==> src/rtl/tx_trn_arbiter_if.sv <==
// TX TRN arbitration bundle: client request/drive handshake, packed client
// buses and the muxed bus toward the core.
interface tx_trn_arbiter_if;
  logic [2:0]   req;
  logic [2:0]   drv;
  logic [2:0]   my_turn;
  logic [191:0] c_td;
  logic [23:0]  c_trem_n;
  logic [2:0]   c_tsof_n;
  logic [2:0]   c_teof_n;
  logic [2:0]   c_tsrc_rdy_n;
  logic [63:0]  trn_td;
  logic [7:0]   trn_trem_n;
  logic         trn_tsof_n;
  logic         trn_teof_n;
  logic         trn_tsrc_rdy_n;

  modport master (
    input  req, drv, c_td, c_trem_n, c_tsof_n, c_teof_n, c_tsrc_rdy_n,
    output my_turn, trn_td, trn_trem_n, trn_tsof_n, trn_teof_n, trn_tsrc_rdy_n
  );

  modport slave (
    output req, drv, c_td, c_trem_n, c_tsof_n, c_teof_n, c_tsrc_rdy_n,
    input  my_turn, trn_td, trn_trem_n, trn_tsof_n, trn_teof_n, trn_tsrc_rdy_n
  );
endinterface

==> src/rtl/tx_trn_arbiter.sv <==
// Round-robin arbiter for three TX TRN clients sharing one core TX port,
// with grant timeout, one-cycle release gap and sticky collision detection.
module tx_trn_arbiter #(
  parameter int unsigned GRANT_WAIT = 16
) (
  input  logic                   trn_clk,
  input  logic                   reset_n,
  tx_trn_arbiter_if.master       bus,
  output logic [1:0]             owner,
  output logic                   busy,
  output logic                   grant_timeout,
  output logic                   collision_err
);

  localparam logic [3:0] IDLE    = 4'b0001;
  localparam logic [3:0] GRANT   = 4'b0010;
  localparam logic [3:0] BUSY    = 4'b0100;
  localparam logic [3:0] RELEASE = 4'b1000;

  logic [3:0] state_q, state_d;
  logic [2:0] my_turn_q, my_turn_d;
  logic [1:0] owner_q, owner_d;
  logic [1:0] last_owner_q, last_owner_d;
  logic [7:0] wait_cnt_q, wait_cnt_d;
  logic       grant_timeout_q, grant_timeout_d;
  logic       collision_q, collision_d;

  logic [1:0] winner;
  logic [1:0] cand;
  logic       found;
  logic [2:0] owner_oh;
  logic       drv_own;
  logic       coll_now;

  assign owner_oh = 3'b001 << owner_q;
  assign drv_own  = |(bus.drv & owner_oh);
  assign coll_now = (|(bus.drv & ~owner_oh)) || ((state_q == IDLE) && (|bus.drv));

  // Search starts one past the last owner so every client gets a turn.
  always_comb begin
    winner = '0;
    found  = 1'b0;
    cand   = '0;
    for (int unsigned k = 0; k < 3; k++) begin
      cand = 2'((32'(last_owner_q) + k + 32'd1) % 32'd3);
      if (!found && bus.req[cand]) begin
        winner = cand;
        found  = 1'b1;
      end
    end
  end

  always_comb begin
    state_d         = state_q;
    my_turn_d       = my_turn_q;
    owner_d         = owner_q;
    last_owner_d    = last_owner_q;
    wait_cnt_d      = wait_cnt_q;
    grant_timeout_d = 1'b0;
    collision_d     = collision_q | coll_now;
    case (state_q)
      IDLE: begin
        wait_cnt_d = '0;
        if (|bus.req) begin
          state_d   = GRANT;
          owner_d   = winner;
          my_turn_d = 3'b001 << winner;
        end
      end
      GRANT: begin
        // drv wins over a timeout expiring on the same edge
        if (drv_own) begin
          state_d    = BUSY;
          my_turn_d  = '0;
          wait_cnt_d = '0;
        end else if (wait_cnt_q == 8'(GRANT_WAIT - 1)) begin
          state_d         = IDLE;
          my_turn_d       = '0;
          wait_cnt_d      = '0;
          grant_timeout_d = 1'b1;
          last_owner_d    = owner_q;
        end else begin
          wait_cnt_d = wait_cnt_q + 8'd1;
        end
      end
      BUSY: begin
        if (!drv_own) begin
          state_d      = RELEASE;
          last_owner_d = owner_q;
        end
      end
      RELEASE: state_d = IDLE;
      default: begin
        state_d    = IDLE;
        my_turn_d  = '0;
        wait_cnt_d = '0;
      end
    endcase
  end

  always_ff @(posedge trn_clk or negedge reset_n) begin
    if (!reset_n) begin
      state_q         <= IDLE;
      my_turn_q       <= '0;
      owner_q         <= 2'd0;
      last_owner_q    <= 2'd2;
      wait_cnt_q      <= '0;
      grant_timeout_q <= 1'b0;
      collision_q     <= 1'b0;
    end else begin
      state_q         <= state_d;
      my_turn_q       <= my_turn_d;
      owner_q         <= owner_d;
      last_owner_q    <= last_owner_d;
      wait_cnt_q      <= wait_cnt_d;
      grant_timeout_q <= grant_timeout_d;
      collision_q     <= collision_d;
    end
  end

  // Bus mux follows the owner in every non-IDLE state, so reset drops it at once.
  always_comb begin
    bus.trn_td         = '0;
    bus.trn_trem_n     = '1;
    bus.trn_tsof_n     = 1'b1;
    bus.trn_teof_n     = 1'b1;
    bus.trn_tsrc_rdy_n = 1'b1;
    if (state_q != IDLE) begin
      for (int unsigned i = 0; i < 3; i++) begin
        if (owner_q == 2'(i)) begin
          bus.trn_td         = bus.c_td[64*i +: 64];
          bus.trn_trem_n     = bus.c_trem_n[8*i +: 8];
          bus.trn_tsof_n     = bus.c_tsof_n[i];
          bus.trn_teof_n     = bus.c_teof_n[i];
          bus.trn_tsrc_rdy_n = bus.c_tsrc_rdy_n[i];
        end
      end
    end
  end

  assign bus.my_turn    = my_turn_q;
  assign owner          = owner_q;
  assign busy           = (state_q == GRANT) || (state_q == BUSY);
  assign grant_timeout  = grant_timeout_q;
  assign collision_err  = collision_q;

endmodule

==> src/flat_wrapper.sv <==
// flat-port wrapper written by rule: the top's interface ports become plain ports
module tx_trn_arbiter_flat 
#(
  parameter int unsigned GRANT_WAIT = 16
)
  (trn_clk, reset_n, owner, busy, grant_timeout, collision_err, bus_req, bus_drv, bus_c_td, bus_c_trem_n, bus_c_tsof_n, bus_c_teof_n, bus_c_tsrc_rdy_n, bus_my_turn, bus_trn_td, bus_trn_trem_n, bus_trn_tsof_n, bus_trn_teof_n, bus_trn_tsrc_rdy_n);
  tx_trn_arbiter_if bus_i ();
  input  logic trn_clk;
  input  logic reset_n;
  output logic [1:0] owner;
  output logic busy;
  output logic grant_timeout;
  output logic collision_err;
  input wire logic [$bits(bus_i.req)-1:0] bus_req;
  input wire logic [$bits(bus_i.drv)-1:0] bus_drv;
  input wire logic [$bits(bus_i.c_td)-1:0] bus_c_td;
  input wire logic [$bits(bus_i.c_trem_n)-1:0] bus_c_trem_n;
  input wire logic [$bits(bus_i.c_tsof_n)-1:0] bus_c_tsof_n;
  input wire logic [$bits(bus_i.c_teof_n)-1:0] bus_c_teof_n;
  input wire logic [$bits(bus_i.c_tsrc_rdy_n)-1:0] bus_c_tsrc_rdy_n;
  output wire logic [$bits(bus_i.my_turn)-1:0] bus_my_turn;
  output wire logic [$bits(bus_i.trn_td)-1:0] bus_trn_td;
  output wire logic [$bits(bus_i.trn_trem_n)-1:0] bus_trn_trem_n;
  output wire logic [$bits(bus_i.trn_tsof_n)-1:0] bus_trn_tsof_n;
  output wire logic [$bits(bus_i.trn_teof_n)-1:0] bus_trn_teof_n;
  output wire logic [$bits(bus_i.trn_tsrc_rdy_n)-1:0] bus_trn_tsrc_rdy_n;
  assign bus_i.req = bus_req;
  assign bus_i.drv = bus_drv;
  assign bus_i.c_td = bus_c_td;
  assign bus_i.c_trem_n = bus_c_trem_n;
  assign bus_i.c_tsof_n = bus_c_tsof_n;
  assign bus_i.c_teof_n = bus_c_teof_n;
  assign bus_i.c_tsrc_rdy_n = bus_c_tsrc_rdy_n;
  assign bus_my_turn = bus_i.my_turn;
  assign bus_trn_td = bus_i.trn_td;
  assign bus_trn_trem_n = bus_i.trn_trem_n;
  assign bus_trn_tsof_n = bus_i.trn_tsof_n;
  assign bus_trn_teof_n = bus_i.trn_teof_n;
  assign bus_trn_tsrc_rdy_n = bus_i.trn_tsrc_rdy_n;
  tx_trn_arbiter #(.GRANT_WAIT(GRANT_WAIT)) u_core (.trn_clk(trn_clk), .reset_n(reset_n), .bus(bus_i), .owner(owner), .busy(busy), .grant_timeout(grant_timeout), .collision_err(collision_err));
endmodule
==> config.mk <==
export PLATFORM = sky130hd
export DESIGN_NAME = tx_trn_arbiter_flat
export DESIGN_NICKNAME = d
export VERILOG_FILES = /design/src/rtl/tx_trn_arbiter_if.sv /design/src/rtl/tx_trn_arbiter.sv /design/src/flat_wrapper.sv
export SDC_FILE = /design/constraint.sdc
export NUM_CORES = 1
export LEC_CHECK = 0
export ABC_AREA = 1
export BUFFER_PORTS_ARGS = -buffer_cell sky130_fd_sc_hd__buf_2
export CORE_AREA = 2 2 123 125
export CTS_CLUSTER_SIZE = 20
export DETAILED_ROUTE_END_ITERATION = 7
export DIE_AREA = 0 0 125 127
export GPL_TIMING_DRIVEN = 1
export PLACE_DENSITY = 0.56
export SLEW_MARGIN = 20
export SYNTH_ARGS = -nofsm -noshare
export SYNTH_HDL_FRONTEND = slang
export SYNTH_SLANG_ARGS = --single-unit
==> constraint.sdc <==
create_clock -name trn_clk -period 1.8 [get_ports trn_clk]
set_input_delay 0.09 -clock trn_clk [delete_from_list [all_inputs] [get_ports trn_clk]]
set_output_delay 0.09 -clock trn_clk [all_outputs]
set_load 0.01 [all_outputs]
==> reports/metrics.csv <==
metric,value,unit
number of warning messages in the yosys log,0,
path type of the worst min-delay path,input pin to register,
routed length per instance,13.9,um
largest voltage drop on the vdd net,0.544,mV
clk_skew,0.00109,ns
status,completed,
Worst Max-Slew Pin Slew,0.463,ns
number of violations reported at the end of detailed-routing iteration 0,268,
max frequency,567,MHz
Worst Setup Path Type,register to output port,
final cycle utilization of the critical path,0.980,
clock insertion delay at the later pin of the skew report,0.25,ns
aggregate routed wire length,15600,um
Vias,4881,
maximum clock insertion buffer count,2,
"most common cell after layout, fill and taps aside",sky130_fd_sc_hd__buf_2,
count of nets left with antenna violations after detail routing,0,
layout overhead on the synthesized area,71.8,%
clock tree from TritonCTS,built,
wire length of the first global-routing pass,22800,um
final hold violation count,0,
number of distinct standard cells referenced by the synthesized netlist,28,
minimum period implied by the final worst setup slack,1.76,ns
detailed-route vias per instance,4.35,
Power Density,1550,nW/um^2
worst slew margin relative to its limit,0.689,
register bit total from synthesis,21,
DP Cell Count,1101,
"Power, Total",0.00827,W
worst reg2reg setup slack,0.15,ns
count of TritonRoute iterations in the first routing pass,5,
antenna diode instance count,0,
placed wire-length estimate after detailed placement,11600,um
area of the core,14400,um^2
total global routing track utilization,0.171,
net count reported at finish,1176,
number of max-cap violations,0,
number of rows created at floorplan,44,
element type at the critical path start,register,
overall die width,125,um
Mapped Cells,623,
effective utilization at floorplan,0.215,
"Reg clk slew, reported paths",0.05,ns
fraction of final layout cells with drive strength greater than 1,0.393,
count of input and output buffers,315,
number of top-level design ports,316,
RSZ-0062 raised after global routing,true,
worst endpoint data arrival time,1.67,ns
total negative slack for setup checks,0,ns
"commonest cells after routing, fill and taps aside","sky130_fd_sc_hd__buf_2, sky130_fd_sc_hd__nand2_1, sky130_fd_sc_hd__nand3_1",
overall die height,127,um
synthesized netlist net count,860,
LEAKAGE,3.41,nW
final weighted congestion of routability-driven global placement,0.878,
post-synthesis instance area,3100,um^2
number of antenna violations at the first check in global routing,0,
sequential cell area fraction in the yosys report,0.171,
non-filler instance count after layout,1122,
final count of pins violating max slew,0,
maximum number of pins on one net before global-route repair,43,
Sinks on Clock Net,21,
remaining global-route overflow,0,
number of design rule violations left after detail routing,0,
area of the die,15900,um^2
number of global-route vias before repair,4447,
number of buffers added by the clock tree synthesis step,3,
Root Buffer,sky130_fd_sc_hd__clkbuf_16,
# setup viols final,0,
synthesized area per cell,4.97,um^2
worst-path fanout max,10,
kind of end point of the critical path,output port,
H-tree depth reported by CTS,1,
data required time at the worst endpoint,1.71,ns
## Yosys cell counts
master	number	share of area
sky130_fd_sc_hd__o211ai_1	1	0.0024
sky130_fd_sc_hd__dfrtp_1	19	0.15
sky130_fd_sc_hd__nor2_4	1	0.0036
sky130_fd_sc_hd__nand2_1	303	0.37
sky130_fd_sc_hd__a21oi_1	16	0.026
sky130_fd_sc_hd__and3_1	1	0.0020
sky130_fd_sc_hd__clkinv_1	1	0.0012
sky130_fd_sc_hd__o21ai_0	23	0.037
sky130_fd_sc_hd__inv_2	3	0.0036
sky130_fd_sc_hd__nor3_4	1	0.0053
sky130_fd_sc_hd__o22ai_1	1	0.0020
sky130_fd_sc_hd__dfstp_2	2	0.017
sky130_fd_sc_hd__nor2_1	20	0.024
sky130_fd_sc_hd__inv_1	84	0.10
sky130_fd_sc_hd__buf_2	17	0.027
sky130_fd_sc_hd__nor3_1	3	0.0048
sky130_fd_sc_hd__nand3_1	88	0.14
sky130_fd_sc_hd__nor2_2	2	0.0040
sky130_fd_sc_hd__a31oi_1	5	0.010
sky130_fd_sc_hd__nand2_2	1	0.0020
sky130_fd_sc_hd__nand3_2	1	0.0032
sky130_fd_sc_hd__buf_4	2	0.0048
sky130_fd_sc_hd__o21ai_1	1	0.0016
sky130_fd_sc_hd__buf_1	3	0.0036
sky130_fd_sc_hd__clkbuf_1	11	0.013
sky130_fd_sc_hd__nand4_1	6	0.012
sky130_fd_sc_hd__nor3b_1	3	0.0073
sky130_fd_sc_hd__ha_1	4	0.016
## flip-flops by register name, indices dropped and copies added, names as in the netlist
signal / cells
u_core.owner: 2
u_core.last_owner_q: 2
u_core.wait_cnt_q: 8
u_core.state_q: 4
u_core.bus.my_turn: 3
u_core.collision_err: 1
u_core.grant_timeout: 1
## logic make-up (layout without fill, tap and decap cells)
| logic type | Yosys count | count (layout) | share of synthesized area |
|---|---|---|---|
| simple gates | 430 | 430 | 0.578 |
| buf+inv | 121 | 436 | 0.156 |
| flops | 21 | 21 | 0.171 |
| fa+ha+maj | 4 | 4 | 0.0162 |
| compound gates | 47 | 47 | 0.0792 |
## worst max-delay path, stage by stage, from the launching register on
cell	delay [ns]
sky130_fd_sc_hd__dfrtp_2	0.43
sky130_fd_sc_hd__inv_2	0.08
sky130_fd_sc_hd__nor2_4	0.17
sky130_fd_sc_hd__buf_12	0.13
sky130_fd_sc_hd__buf_12	0.10
sky130_fd_sc_hd__clkbuf_16	0.15
sky130_fd_sc_hd__nand2_1	0.05
sky130_fd_sc_hd__nand3_1	0.06
sky130_fd_sc_hd__nand2_1	0.06
sky130_fd_sc_hd__inv_1	0.05
sky130_fd_sc_hd__buf_2	0.14
## where the power goes
group | total, W | switching, W | leakage [nW] | internal (W)
Combinational | 0.00711 | 0.00426 | 3.10 | 0.00285
Clock | 0.000458 | 0.000157 | 0.0382 | 0.000301
Sequential | 0.000697 | 0.000102 | 0.272 | 0.000595
Total | 0.00827 | 0.00452 | 3.41 | 0.00374
## metrics by stage
step / worst slack (ns) / area, um^2 / hold WS, ns / util
2_1_floorplan: 0.193 / 3100 / -0.206 / -
3_3_place_gp: 0.0527 / 4940 / 0.0790 / 0.343
3_5_place_dp: 0.0477 / 4940 / 0.0703 / 0.343
4_1_cts: 0.0287 / 5030 / 0.0963 / 0.349
5_1_grt: -0.0138 / 5320 / 0.120 / 0.369
6_report: 0.0352 / 5320 / 0.0967 / 0.369
## metal layers
layer / vias up / share of wire / GRT usage
met4: 0 / 0.014 / 0.0190
met2: 198 / 0.48 / 0.306
met5: - / 0 / 0
met1: 2110 / 0.44 / 0.228
li1: 2559 / - / -
met3: 14 / 0.064 / 0.0188
## final cells by class
cell class	count	area, um^2
fill	1644	9100
multi-input combinational	481	2130
timing repair buffer	344	2020
sequential	21	531
inverter	88	333
tap	184	230
clock buffer	4	78.8
## repair_timing
item / CTS / global route
endpoints found under the hold margin: 19 / 0
buffers inserted: 0 / 9
cloned: 0 / 7
hold buffers: 1 / 0
resized for setup: 3 / 15
pin swaps: 0 / 2
endpoints found under the setup margin: 16 / 19
## path summary, 6_finish.rpt
path,from,endpoint,cells past startpoint
hold / removal,bus_drv[1],u_core.collision_err$_DFF_PN0_,3
hold reg to reg,u_core.bus.my_turn[0]$_DFFE_PN0P_,u_core.bus.my_turn[0]$_DFFE_PN0P_,2
min in group asynchronous,reset_n,u_core.bus.my_turn[0]$_DFFE_PN0P_,2
setup reg to reg,u_core.last_owner_q[1]$_DFFE_PN1P_,u_core.owner[0]$_DFFE_PN0P_,11
setup / recovery,u_core.owner[1]$_DFFE_PN0P_,bus_trn_td[7],10
max in group asynchronous,reset_n,u_core.owner[0]$_DFFE_PN0P_,2
(Power assumes the default switching activity.)
